$ cat src/rtl/nibble_serial_adder_ctrl.sv
// Nibble-serial add/subtract sequencer: one shared 4-bit ripple adder processes
// a W-bit operation least significant nibble first, with valid/ready on both sides.

module four_adder (
  input  logic [3:0] a,
  input  logic [3:0] b,
  input  logic       cin,
  output logic [3:0] s,
  output logic       cout
);
  logic [4:0] c;

  assign c[0] = cin;
  for (genvar i = 0; i < 4; i++) begin : g_fa
    assign s[i]   = a[i] ^ b[i] ^ c[i];
    assign c[i+1] = (a[i] & b[i]) | (c[i] & (a[i] ^ b[i]));
  end
  assign cout = c[4];
endmodule

module nibble_serial_adder_ctrl #(
  parameter int NIBBLES = 4
) (
  input  logic                   clk,
  input  logic                   rst,
  input  logic                   in_valid,
  output logic                   in_ready,
  input  logic [4*NIBBLES-1:0]   op_a,
  input  logic [4*NIBBLES-1:0]   op_b,
  input  logic                   sub,
  input  logic                   cin,
  output logic                   out_valid,
  input  logic                   out_ready,
  output logic [4*NIBBLES-1:0]   sum,
  output logic                   cout,
  output logic                   ovf,
  output logic                   busy
);
  localparam int W  = 4 * NIBBLES;
  localparam int IW = (NIBBLES > 1) ? $clog2(NIBBLES) : 1;

  typedef enum logic [1:0] {IDLE, RUN, DONE} state_t;

  state_t         state;
  logic [IW-1:0]  idx;
  logic           carry;
  logic           sub_q;
  logic [W-1:0]   a_sh;
  logic [W-1:0]   b_sh;
  logic [3:0]     add_b;
  logic [3:0]     add_s;
  logic           add_cout;
  logic           last;

  assign in_ready = (state == IDLE);
  assign busy     = (state != IDLE);
  assign add_b    = sub_q ? ~b_sh[3:0] : b_sh[3:0];
  assign last     = (idx == IW'(NIBBLES - 1));

  four_adder u_add (
    .a    (a_sh[3:0]),
    .b    (add_b),
    .cin  (carry),
    .s    (add_s),
    .cout (add_cout)
  );

  // NOTE: operand shift registers are pure datapath, loaded before any use,
  // so they carry no reset; only control state and visible outputs are reset.
  always_ff @(posedge clk) begin
    if (state == IDLE && in_valid) begin
      a_sh  <= op_a;
      b_sh  <= op_b;
      sub_q <= sub;
    end else if (state == RUN) begin
      a_sh <= a_sh >> 4;
      b_sh <= b_sh >> 4;
    end
  end

  always_ff @(posedge clk or posedge rst) begin
    if (rst) begin
      state     <= IDLE;
      idx       <= '0;
      carry     <= 1'b0;
      out_valid <= 1'b0;
      sum       <= '0;
      cout      <= 1'b0;
      ovf       <= 1'b0;
    end else begin
      case (state)
        IDLE: begin
          if (in_valid) begin
            carry <= sub ? 1'b1 : cin;
            idx   <= '0;
            state <= RUN;
          end
        end
        RUN: begin
          sum[4*idx +: 4] <= add_s;
          carry           <= add_cout;
          idx             <= idx + 1'b1;
          if (last) begin
            // Signed overflow uses the post-inversion B sign bit.
            cout      <= add_cout;
            ovf       <= (a_sh[3] == add_b[3]) && (add_s[3] != a_sh[3]);
            out_valid <= 1'b1;
            idx       <= '0;
            state     <= DONE;
          end
        end
        DONE: begin
          if (out_ready) begin
            out_valid <= 1'b0;
            state     <= IDLE;
          end
        end
        default: state <= IDLE;
      endcase
    end
  end
endmodule

$ cat config.mk
export PLATFORM = sky130hd
export DESIGN_NAME = nibble_serial_adder_ctrl
export DESIGN_NICKNAME = d
export VERILOG_FILES = /design/src/rtl/nibble_serial_adder_ctrl.sv
export SDC_FILE = /design/constraint.sdc
export NUM_CORES = 1
export LEC_CHECK = 0
export BUFFER_PORTS_ARGS = -buffer_cell sky130_fd_sc_hd__clkbuf_2
export CAP_MARGIN = 10
export CORE_ASPECT_RATIO = 0.5
export CORE_MARGIN = 2
export CORE_UTILIZATION = 54
export CTS_CLUSTER_DIAMETER = 200
export DETAILED_ROUTE_END_ITERATION = 16
export PLACE_DENSITY = 0.8
export SKIP_CTS_REPAIR_TIMING = 1
export SYNTH_ARGS = -nofsm -noshare
export SYNTH_HDL_FRONTEND = slang
export SYNTH_HIERARCHICAL = 1
export SYNTH_SLANG_ARGS = --single-unit
$ cat constraint.sdc
create_clock -name clk -period 3.55 [get_ports clk]
set_input_delay 0.355 -clock clk [delete_from_list [all_inputs] [get_ports clk]]
set_output_delay 0.355 -clock clk [all_outputs]
set_load 0.05 [all_outputs]
=== Word-level counts from Yosys, hierarchy flattened ===
Index checks and enable logic that the tools add are counted.

* Flip-flop bits (word level): 57
* Latch bits: 0
* Memory bits (writable): 0
* Bits in read-only memories: 0
* Logic and storage cells: 73
* Memories: 0

* Add/subtract/negate cells: 2
* Multipliers: 0
* Div/mod/pow operators: 0
* $lt $le $gt $ge: 0
* Equal/unequal tests: 8
* Shift-type cells: 2
* Multiplexer cells: 19
* Bitwise gates (word level): 21
* Reductions and logical operators: 11

{| class="wikitable"
|+ Operators with widths
! cell !! count
|-
| two-way mux 16 bit || 4
|-
| negator 4 -> 34 bit || 1
|-
| variable shift 4 x 34 -> 16 bit, first input constant || 1
|-
| indexed part select 4 x 34 -> 16 bit || 1
|-
| bitwise mux 16 bit || 1
|-
| two-way mux 2 bit || 5
|-
| AND 1 bit || 8
|-
| nonzero test 2 bit || 4
|-
| XOR 1 bit || 8
|-
| != test 2 bit, second input constant || 3
|-
| case mux 2 bit (3 select lines) || 1
|-
| AND reduction 3 bit || 2
|-
| equality test 2 bit, second input constant || 2
|-
| two-way mux 1 bit || 4
|-
| two-way mux 4 bit || 1
|-
| NOT 4 bit || 1
|-
| bitwise OR 1 bit || 4
|-
| case mux 1 bit (2 select lines) || 2
|-
| case mux 2 bit (2 select lines) || 1
|-
| AND reduction 2 bit || 2
|-
| adder 2 x 1 -> 2 bit, second input constant || 1
|-
| equality test 2 x 1 -> 1 bit, second input constant || 1
|-
| logical AND 1 bit || 2
|-
| zero test 2 bit || 1
|-
| other kinds (2) || 2
|}

=== Logic depth before layout (Yosys ltp) ===
Gate-level depths: netlist of run 1.

* Depth after elaboration: 12
* Depth in mapped cells: 11
* Depth with buffers taken out: 11

=== Modules after synthesis ===
Netlist of run 1, hierarchy kept.

{| class="wikitable"
|+ Modules (own cells, without submodules)
! module !! times used !! cells each !! area each (um2) !! seq. area each (um2)
|-
| nibble_serial_adder_ctrl || 1 || 226 || 2519.9 || 1591.5
|-
| four_adder || 1 || 14 || 117.6 || 0.0
|}

=== Worst setup path after synthesis of run 1 ===
No wires, ideal clock.

* Path type: flip-flop to flip-flop
* Start: reg sub_q
* End: reg ovf
* Setup time: 0.088 ns
* Data arrival time: 2.827 ns
* Data required time: 3.462 ns
* Setup slack: 0.635 ns
* Stages on the path, launching flop included: 12
* Period minus slack after synthesis: 2.915 ns
* Cell sequence: edfxtp_1 xor2_1 fa_1 inv_1 fa_1 inv_1 fa_1 inv_1 fa_1 inv_1 or3b_2 a41oi_1

* Word-level cells in the longest chain between the ends: 11
* Elaborated cells on any way between the ends: 18
* Classes of those cells: 2 x eq/ne; 1 x mux; 14 x bitwise; 1 x reduce/logical

{| class="wikitable"
|+ Ends and longest elaborated chain
! what !! line !! source
|-
| from (decl) || 47 || <nowiki>logic sub_q;</nowiki>
|-
| from (signal assigned) || 74 || <nowiki>sub_q <= sub;</nowiki>
|-
| two-way mux 4 bit * || 57 || <nowiki>assign add_b = sub_q ? ~b_sh[3:0] : b_sh[3:0];</nowiki>
|-
| named net add_b[0] || 50 || <nowiki>logic [3:0] add_b;</nowiki>
|-
| XOR 1 bit || 16 || <nowiki>assign c[i+1] = (a[i] & b[i]) | (c[i] & (a[i] ^ b[i]));</nowiki>
|-
| AND 1 bit || 16 ||
|-
| bitwise OR 1 bit * || 16 ||
|-
| AND 1 bit * || 16 ||
|-
| bitwise OR 1 bit * || 16 ||
|-
| AND 1 bit * || 16 ||
|-
| bitwise OR 1 bit * || 16 ||
|-
| XOR 1 bit * || 15 || <nowiki>assign s[i] = a[i] ^ b[i] ^ c[i];</nowiki>
|-
| named net add_s[3] || 51 || <nowiki>logic [3:0] add_s;</nowiki>
|-
| != test 1 bit * || 106 || <nowiki>ovf <= (a_sh[3] == add_b[3]) && (add_s[3] != a_sh[3]);</nowiki>
|-
| logical AND 1 bit * || 106 ||
|-
| to (signal assigned) || 106 ||
|-
| to (decl) || 36 || <nowiki>output logic ovf,</nowiki>
|}

The timed path passes the listed nets; every way through them passes the cells marked *.
A chain may end at the register's enable or synchronous reset.

=== Final worst setup path of run 1 ===
Ends and elaborated chain as after synthesis.

==> reports/summary.txt, run 1 <==
status: finished clean
Leak: 1.549 nW
post-synth top area cell: edfxtp_1
pwr/cell area: 1104 nW/µm²
Max Cap Violations: 0
final-stage net count: 351
number of synthesized flops with an enable pin: 33
Setup Viol. Count Final: 0
critical path's slowest cell: edfxtp_1
Slew HR: 0.3909
Placer Congestion: 0.8214
Die W: 102.8 µm
CP Depth: 11
initial antenna violation count: 0
CP Buf/Inv Count: 4
CTS Buf Count: 9
Initial Util: 0.5794
HPWL after detailed placement: 3218 µm
H-tree levels: 3
Post-synth top flop: edfxtp_1
Final Max Tran Viols: 0
core area: 4552 µm²
setup TNS: 0 ns
proportion of layout cells with a drive suffix above 1: 0.2565
Area after DPL: 2960 µm²
Port Buffer Count: 58
WS Path Type: reg -> reg
final setup margin: 0.3471 ns
WL/cell: 12.74 µm
critical-path cell list: xor2_1 > fa_1 > inv_1 > fa_1 > inv_1 > fa_1 > inv_1 > fa_1 > inv_1 > or3b_2 > a41oi_1
DRC viols: 0
Crit Path Max Fanout: 6
CTS Root Cell: clkbuf_8
DR pass1 iterations: 4
CP Launch Type: flop
Net Sw Frac: 0.4243
Overflow after GRT: 0
vias post-DR: 1840
crit-path leading delay family: adder cells
Clock Skew: 0.006487 ns
Worst Setup End Kind: flop
sequential share of power: 0.364
vias per std cell: 4.920
die extent in y: 53.42 µm
post-place setup slack: 0.3688 ns
antenna cells: 0
clock-pin transition on the worst setup and hold timing paths: 0.07 ns
top cell type's share of synthesized area: 0.3757
Sw Pwr: 0.001497 W
most common cell in the netlist: nand2_1
largest net degree at the start of global routing: 36
Post-Syn Nets: 288
Clk pwr share: 0.202
fin crit share: 0.9022
vias in the first global route: 1942
# fillers: 350
Worst EP arrival: 3.43 ns
DRT iter0 DRCs: 50
Mapped Area: 2638 µm²
final wirelength: 4764 µm
RSZ-0062 raised after global routing: false
crit-path max cell delay: 0.47 ns
Tot Pwr: 0.003528 W
Worst Reg-to-Reg Cells: 11
CTS Sinks: 57
commonest cells in the synthesized netlist: 92 x nand2_1, 33 x edfxtp_1, 24 x dfrtp_1, 15 x inv_1, 12 x o21ai_0
combinational share of power: 0.434
final hold violation count: 0
Finished Cell Area: 3194 µm²
Area Overhead vs Synth: 21.11%
Avg Cell Area, Syn: 10.99 µm²
clock tree buffer depth: 2
IO Pins: 59
Yosys cell types: 29
Post-Synthesis Cells: 240
post-synthesis sequential area ratio: 0.6034
first-pass GRT wire length: 7976 µm
Yosys reg bits: 57
Critical Path RT: 3.77 ns
Ys Warns: 6
largest cells by area after synthesis: edfxtp_1 38%, dfrtp_1 23%, nand2_1 13%, fa_1 3.0%, ha_1 2.8%
maximum VDD drop: 0.0004854 V
clock latency on the worst-skew pair: 0.32 ns
clock period minus worst slack: 3.203 ns
DIE AREA: 5493 µm²
Cell Int Power: 0.002031 W
Tightest Pin Transition: 0.9126 ns
CTS tree: yes
total track usage: 0.1975
row cnt: 17
Post-synth ARST share: 0.4211
Routed Antenna Nets: 0
worst hold path type: in -> async
hold slack final: 0.2096 ns
Peak Freq: 312.2 MHz
-- path summary, 6_finish.rpt --
check                      slack, ns              endpoint               start
min reg2reg                     0.48    sum[8]$_DFFE_PP0P_  sum[8]$_DFFE_PP0P_
min in group clk                0.23  state[1]$_DFFE_PP0P_           out_ready
max reg2reg                     0.35       ovf$_DFFE_PP0P_     sub_q$_DFFE_PP_
max in group asynchronous       2.78    sum[2]$_DFFE_PP0P_                 rst
max                             0.35       ovf$_DFFE_PP0P_     sub_q$_DFFE_PP_
min                             0.21     carry$_DFFE_PP0P_                 rst
-- layout by cell type (no fill, tap or decap), types with 6 or more instances in the layout --
cell type   n
nand2_1    92
dfrtp_1    24
clkbuf_2   58
inv_1      15
clkbuf_8    9
and2_1      8
a22o_1      8
edfxtp_1   33
o21ai_0    12
ha_1        6
-- cell type report --
cell class	count	area, µm²	share of cell area
inverter	16	60.06	0.01880
clock buffer	10	127.6	0.03995
clock inverter	6	106.4	0.03329
tap	66	82.58	0.02585
timing repair buffer	59	297.8	0.09322
sequential	57	1592	0.4982
multi-input combinational	160	928.4	0.2906
-- routing by layer --
layer  GRT usage  routed length, µm
met5           0                  0
met4      0.1053                 76
met3     0.05812                248
met2      0.3704               2470
met1      0.2034               1968
-- sequential cells by signal, indices dropped and copies added, names as in the netlist --
register and flops:
a_sh 16, b_sh 16, sum 16, idx 2
state 2, carry 1, cout 1, out_valid 1
ovf 1, sub_q 1
-- power by group through the flow --
stage | combinational [W] | sequential (W) | clock (W)
2_1_floorplan | 0.000900 | 0.00156 | 0
3_3_place_gp | 0.00146 | 0.00128 | 0
3_5_place_dp | 0.00151 | 0.00130 | 0
4_1_cts | 0.00153 | 0.00129 | 0.000717
5_1_grt | 0.00169 | 0.00132 | 0.000748
6_report | 0.00153 | 0.00129 | 0.000712
-- cells by family after synthesis --
family / count (synthesis) / share of synthesized area
compound gates: 26 / 0.06404
simple gates: 119 / 0.2116
mux: 1 / 0.004269
buf+inv: 23 / 0.04459
fa+ha+maj: 10 / 0.05882
flops: 57 / 0.6034
xor+xnor: 4 / 0.01328
-- per-stage QoR --
stage / cells / utilization
floorplan: 240 / -
global placement: 358 / 0.6504
detailed placement: 358 / 0.6504
CTS: 374 / 0.7018
global route: 374 / 0.7018
finish: 374 / 0.7018
No activity file was read; power rests on OpenSTA's default activity.
==> run 2: changes to the inputs <==
Settings changed: CELL_PAD_IN_SITES_DETAIL_PLACEMENT from default to 0, CELL_PAD_IN_SITES_GLOBAL_PLACEMENT from default to 1, CORE_UTILIZATION 54 to 42, PLACE_DENSITY 0.8 to default, PLACE_DENSITY_LB_ADDON from default to 0.1.
==> reports/summary.txt, run 2 (synthesized netlist as in run 1, its figures left out) <==
status: finished clean
proportion of layout cells with a drive suffix above 1: 0.2541 (-0.002422)
die extent in y: 60.04 µm (+12%)
CTS Sinks: 57 (unchanged)
largest net degree at the start of global routing: 36 (unchanged)
final-stage net count: 351 (unchanged)
Placer Congestion: 0.7461 (-9.2%)
worst hold path type: in -> async
final hold violation count: 0 (unchanged)
Top Registers: a_sh: 16 flops, b_sh: 16 flops, sum: 16 flops
CTS tree: yes
Clock Skew: 0.006995 ns (+0.0005081 ns)
H-tree levels: 3 (unchanged)
clock period minus worst slack: 3.137 ns (-0.06549 ns)
Inst Count DP: 380 (+6.1%)
total track usage: 0.1561 (-0.04141)
Max Cap Violations: 0 (unchanged)
Critical Path RT: 3.79 ns (+0.02 ns)
DRC viols: 0 (unchanged)
hold slack final: 0.1992 ns (-0.01044 ns)
vias post-DR: 1799 (-2.2%)
setup TNS: 0 ns (unchanged)
CP Launch Type: flop
IO Pins: 59 (unchanged)
CP Buf/Inv Count: 4 (unchanged)
WS Path Type: reg -> reg
DRT iter0 DRCs: 89 (+78%)
Setup Viol. Count Final: 0 (unchanged)
Crit Path Max Fanout: 6 (unchanged)
commonest cells after routing, fill and taps aside: 92 x nand2_1, 58 x clkbuf_2, 33 x edfxtp_1
Non-Filler Instances: 395 (+5.6%)
Worst EP arrival: 3.37 ns (-0.06 ns)
Peak Freq: 318.7 MHz (+2.1%)
fin crit share: 0.8838 (-0.01845)
critical path's slowest cell: edfxtp_1
vias in the first global route: 1719 (-11%)
Final Max Tran Viols: 0 (unchanged)
first-pass GRT wire length: 7769 µm (-2.6%)
Multi-input gate area: 928.4 µm² (unchanged)
pwr/cell area: 1105 nW/µm² (about the same)
Routed Antenna Nets: 0 (unchanged)
DIE AREA: 6968 µm² (+27%)
CTS Root Cell: clkbuf_16
crit-path max cell delay: 0.47 ns (about the same)
row cnt: 20 (+3)
WL/cell: 11.89 µm (-6.6%)
DR pass1 iterations: 4 (unchanged)
Overflow after GRT: 0 (unchanged)
Storage cell area: 1592 µm² (unchanged)
HPWL after detailed placement: 3238 µm (+0.61%)
vias per std cell: 4.554 (-7.4%)
Initial Util: 0.4355 (-0.1439)
clock tree buffer depth: 2 (unchanged)
Tightest Pin Transition: 0.9549 ns (+0.04227 ns)
Die W: 116.1 µm (+13%)
final wirelength: 4697 µm (-1.4%)
Slew HR: 0.3634 (-0.02751)
critical-path cell list: xor2_1 > fa_1 > inv_1 > fa_1 > inv_1 > fa_1 > inv_1 > fa_1 > inv_1 > or3b_2 > a41oi_1
clock latency on the worst-skew pair: 0.33 ns (about the same)
commonest non-fill, non-tap cell in the layout: nand2_1
Area Overhead vs Synth: 23.77%
CTS Buf Count: 9 (unchanged)
clock-pin transition on the worst setup and hold timing paths: 0.05 ns (-0.02 ns)
initial antenna violation count: 0 (unchanged)
post-layout util: 0.5391 (-0.1627)
maximum VDD drop: 0.0003469 V (-29%)
core area: 6056 µm² (+33%)
RSZ-0062 raised after global routing: false
Tot Pwr: 0.003606 W (+2.2%)
crit-path leading delay family: adder cells
Worst Setup End Kind: flop
Port Buffer Count: 58 (unchanged)
Leak: 1.570 nW (+1.4%)
antenna cells: 0 (unchanged)
# fillers: 557 (+59%)
run 2: cell types whose count changed in the layout (fill, tap and decap cells not counted):
cell	before	now
bufinv_16	3	1
clkbuf_8	9	0
clkinv_4	1	0
clkinv_2	0	2
clkbuf_16	0	9
run 2: final cells by class:
cell class                 instances  share of cell area
inverter                          16             0.01840
sequential                        57              0.4875
clock buffer                      10             0.07014
timing repair buffer              59             0.09122
multi-input combinational        160              0.2844
clock inverter                     5             0.01456
tap                               88             0.03373
run 2: worst paths after layout:
kind | start | to | slack, ns | cells past startpoint
min in group clk | sub | sub_q$_DFFE_PP_ | 0.23 | 1
worst min-delay path | rst | sum[10]$_DFFE_PP0P_ | 0.20 | 2
worst max register to register | sub_q$_DFFE_PP_ | ovf$_DFFE_PP0P_ | 0.41 | 11
worst min register to register | sum[8]$_DFFE_PP0P_ | sum[8]$_DFFE_PP0P_ | 0.48 | 2
worst max-delay path | sub_q$_DFFE_PP_ | ovf$_DFFE_PP0P_ | 0.41 | 11
max in group asynchronous | rst | sum[11]$_DFFE_PP0P_ | 2.81 | 2
run 2: metal layers:
| metal | GRT usage | vias up | wire length, µm |
|---|---|---|---|
| li1 | - | 922 | - |
| met1 | 0.1794 | 821 | 2157 |
| met2 | 0.2481 | 45 | 2167 |
| met3 | 0.07606 | 11 | 283 |
| met4 | 0.07823 | 0 | 88 |
| met5 | 0 | - | 0 |
run 2: worst register-to-register path: stages, from the launching register on:
cell,delay [ns]
edfxtp_1,0.47
xor2_1,0.22
fa_1,0.39
inv_1,0.08
fa_1,0.16
inv_1,0.05
fa_1,0.36
inv_1,0.08
fa_1,0.41
inv_1,0.17
or3b_2,0.46
a41oi_1,0.20
run 2: through the flow:
step,worst slack (ns),instance area (µm²)
finish,0.4126,3264
global route,0.2590,3264
CTS,0.4015,3264
detailed placement,0.4395,2988
global placement,0.5424,2988
floorplan,0.6345,2638
run 2: power breakdown:
group | leakage [nW] | switching (W) | internal [W] | total (W)
sequential | 0.655 | 0.000158 | 0.00112 | 0.00128
combinational | 0.778 | 0.00108 | 0.000449 | 0.00153
clock | 0.137 | 0.000268 | 0.000529 | 0.000797
==> run 3: changes to the inputs <==
==> constraint.sdc (replaced) <==
create_clock -name clk -period 3.55 [get_ports clk]
set_input_delay 0.5325 -clock clk [delete_from_list [all_inputs] [get_ports clk]]
set_output_delay 0.5325 -clock clk [all_outputs]
set_load 0.05 [all_outputs]
==> reports/summary.txt, run 3 (synthesized netlist as in run 1, its figures left out) <==
Routed Antenna Nets: 0 (unchanged)
Max Used Layer: met4
Clock Skew: 0.006233 ns (-0.0007619 ns)
DRT iter0 DRCs: 87 (-2.2%)
Clk pwr share: 0.241 (+0.020)
worst hold path type: in -> async
proportion of layout cells with a drive suffix above 1: 0.2621 (+0.008064)
WL/cell: 12.12 µm (+1.9%)
combinational share of power: 0.414 (-0.009)
reg2reg end: ovf$_DFFE_PP0P_
die extent in y: 60.04 µm (unchanged)
WL met1: 2164 µm (+0.32%)
RSZ-0062 raised after global routing: false
first-pass GRT wire length: 8031 µm (+3.4%)
CTS Root Cell: clkbuf_16
Crit Path Max Fanout: 6 (unchanged)
final wirelength: 4812 µm (+2.4%)
Overflow after GRT: 0 (unchanged)
clock period minus worst slack: 3.120 ns (-0.01777 ns)
Port Buffer Count: 58 (unchanged)
Tot Pwr: 0.003712 W (+2.9%)
DR pass1 iterations: 4 (unchanged)
Critical Path RT: 3.79 ns (about the same)
Peak Freq: 320.5 MHz (+0.57%)
Sw Pwr: 0.001527 W (+1.5%)
vias in the first global route: 1757 (+2.2%)
commonest non-fill, non-tap cell in the layout: nand2_1
Worst Reg-to-Reg Cells: 11 (unchanged)
fin crit share: 0.8788 (-0.005006)
initial antenna violation count: 0 (unchanged)
HPWL after detailed placement: 3230 µm (-0.24%)
Inst Count DP: 381 (+0.26%)
clock tree buffer depth: 2 (unchanged)
clock-pin transition on the worst setup and hold timing paths: 0.05 ns (about the same)
setup TNS: 0 ns (unchanged)
vias post-DR: 1827 (+1.6%)
Placer Congestion: 0.7305 (-2.1%)
Area Overhead vs Synth: 25.38%
Tightest Pin Transition: 0.8979 ns (-0.05694 ns)
DRC viols: 0 (unchanged)
CP Launch Type: flop
Worst EP arrival: 3.36 ns (about the same)
Initial Util: 0.4355 (unchanged)
hold slack final: 0.3793 ns (+0.1801 ns)
Setup Viol. Count Final: 0 (unchanged)
post-place setup slack: 0.4231 ns (-0.01642 ns)
DIE AREA: 6968 µm² (unchanged)
Leak: 1.591 nW (+1.3%)
Cell Int Power: 0.002185 W (+3.9%)
final setup margin: 0.4303 ns (+0.01777 ns)
core area: 6056 µm² (unchanged)
row cnt: 20 (unchanged)
total track usage: 0.1610 (+0.004912)
Max Cap Violations: 0 (unchanged)
Top Registers: a_sh: 16 flops, b_sh: 16 flops, sum: 16 flops
Die W: 116.1 µm (unchanged)
pwr/cell area: 1122 nW/µm² (+1.6%)
worst reg2reg path startpoint: sub_q$_DFFE_PP_
commonest cells after routing, fill and taps aside: 92 x nand2_1, 58 x clkbuf_2, 33 x edfxtp_1
Non-Filler Instances: 397 (+0.51%)
clock latency on the worst-skew pair: 0.33 ns (about the same)
largest net degree at the start of global routing: 36 (unchanged)
CTS Buf Count: 9 (unchanged)
CTS Sinks: 57 (unchanged)
final-stage net count: 352 (+0.28%)
Net Sw Frac: 0.4115 (-0.005658)
vias per std cell: 4.602 (+1.0%)
CTS tree: yes
H-tree levels: 3 (unchanged)
metal3 WL: 297 µm (+4.9%)
IO Pins: 59 (unchanged)
Final Max Tran Viols: 0 (unchanged)
WS Path Type: reg -> reg
sequential share of power: 0.345 (-0.011)
WL met2: 2265 µm (+4.5%)
antenna cells: 0 (unchanged)
R2R Setup Slk: 0.43 ns (+0.02 ns)
status: finished clean
maximum VDD drop: 0.0003883 V (+12%)
final hold violation count: 0 (unchanged)
Worst Setup End Kind: flop
Slew HR: 0.4007 (+0.03730)
[run 3: cell types whose count changed in the layout (fill, tap and decap cells not counted)]
cell / delta
clkinv_4: +1
clkinv_1: -1
bufinv_16: +1
buf_4: +1
[run 3: layout make-up]
class	instances	area (µm²)
inverter	16	60.06
clock inverter	6	82.58
multi-input combinational	160	928.4
fill	554	2749
tap	88	110.1
sequential	57	1592
timing repair buffer	60	305.3
clock buffer	10	229.0
[run 3: worst max-delay path by stage]
stage / depth (start not counted) / endpoint / startpoint
2_1_floorplan: 11 / ovf$_DFFE_PP0P_ / sub_q$_DFFE_PP_
3_3_place_gp: 11 / ovf$_DFFE_PP0P_ / sub_q$_DFFE_PP_
3_5_place_dp: 11 / ovf$_DFFE_PP0P_ / sub_q$_DFFE_PP_
4_1_cts: 11 / ovf$_DFFE_PP0P_ / sub_q$_DFFE_PP_
5_1_grt: 11 / ovf$_DFFE_PP0P_ / sub_q$_DFFE_PP_
6_report: 11 / ovf$_DFFE_PP0P_ / sub_q$_DFFE_PP_
[run 3: metal layers]
| metal | vias up | track usage |
|---|---|---|
| met5 | - | 0 |
| met4 | 0 | 0.07653 |
| met3 | 12 | 0.07708 |
| met2 | 43 | 0.2607 |
| met1 | 846 | 0.1839 |
| li1 | 926 | - |
[run 3: power by group through the flow]
stage	clock network (W)	logic, W	registers (W)
after CTS	0.000912	0.00156	0.00129
after global routing	0.000942	0.00172	0.00132
after global placement	0	0.00153	0.00128
after floorplan	0	0.000900	0.00156
final	0.000894	0.00154	0.00128
after detailed placement	0	0.00155	0.00130
[run 3: worst max-delay path, stage by stage, from the launching register on]
cell	delay, ns
edfxtp_1	0.47
xor2_1	0.21
fa_1	0.39
inv_1	0.08
fa_1	0.17
inv_1	0.05
fa_1	0.35
inv_1	0.07
fa_1	0.40
inv_1	0.17
or3b_2	0.46
a41oi_1	0.21
[run 3: stage by stage]
stage | instance area, µm² | util
final | 3307 | 0.5461
after global routing | 3307 | 0.5461
after CTS | 3307 | 0.5461
after detailed placement | 2995 | 0.4946
after global placement | 2995 | 0.4946
after floorplan | 2638 | -
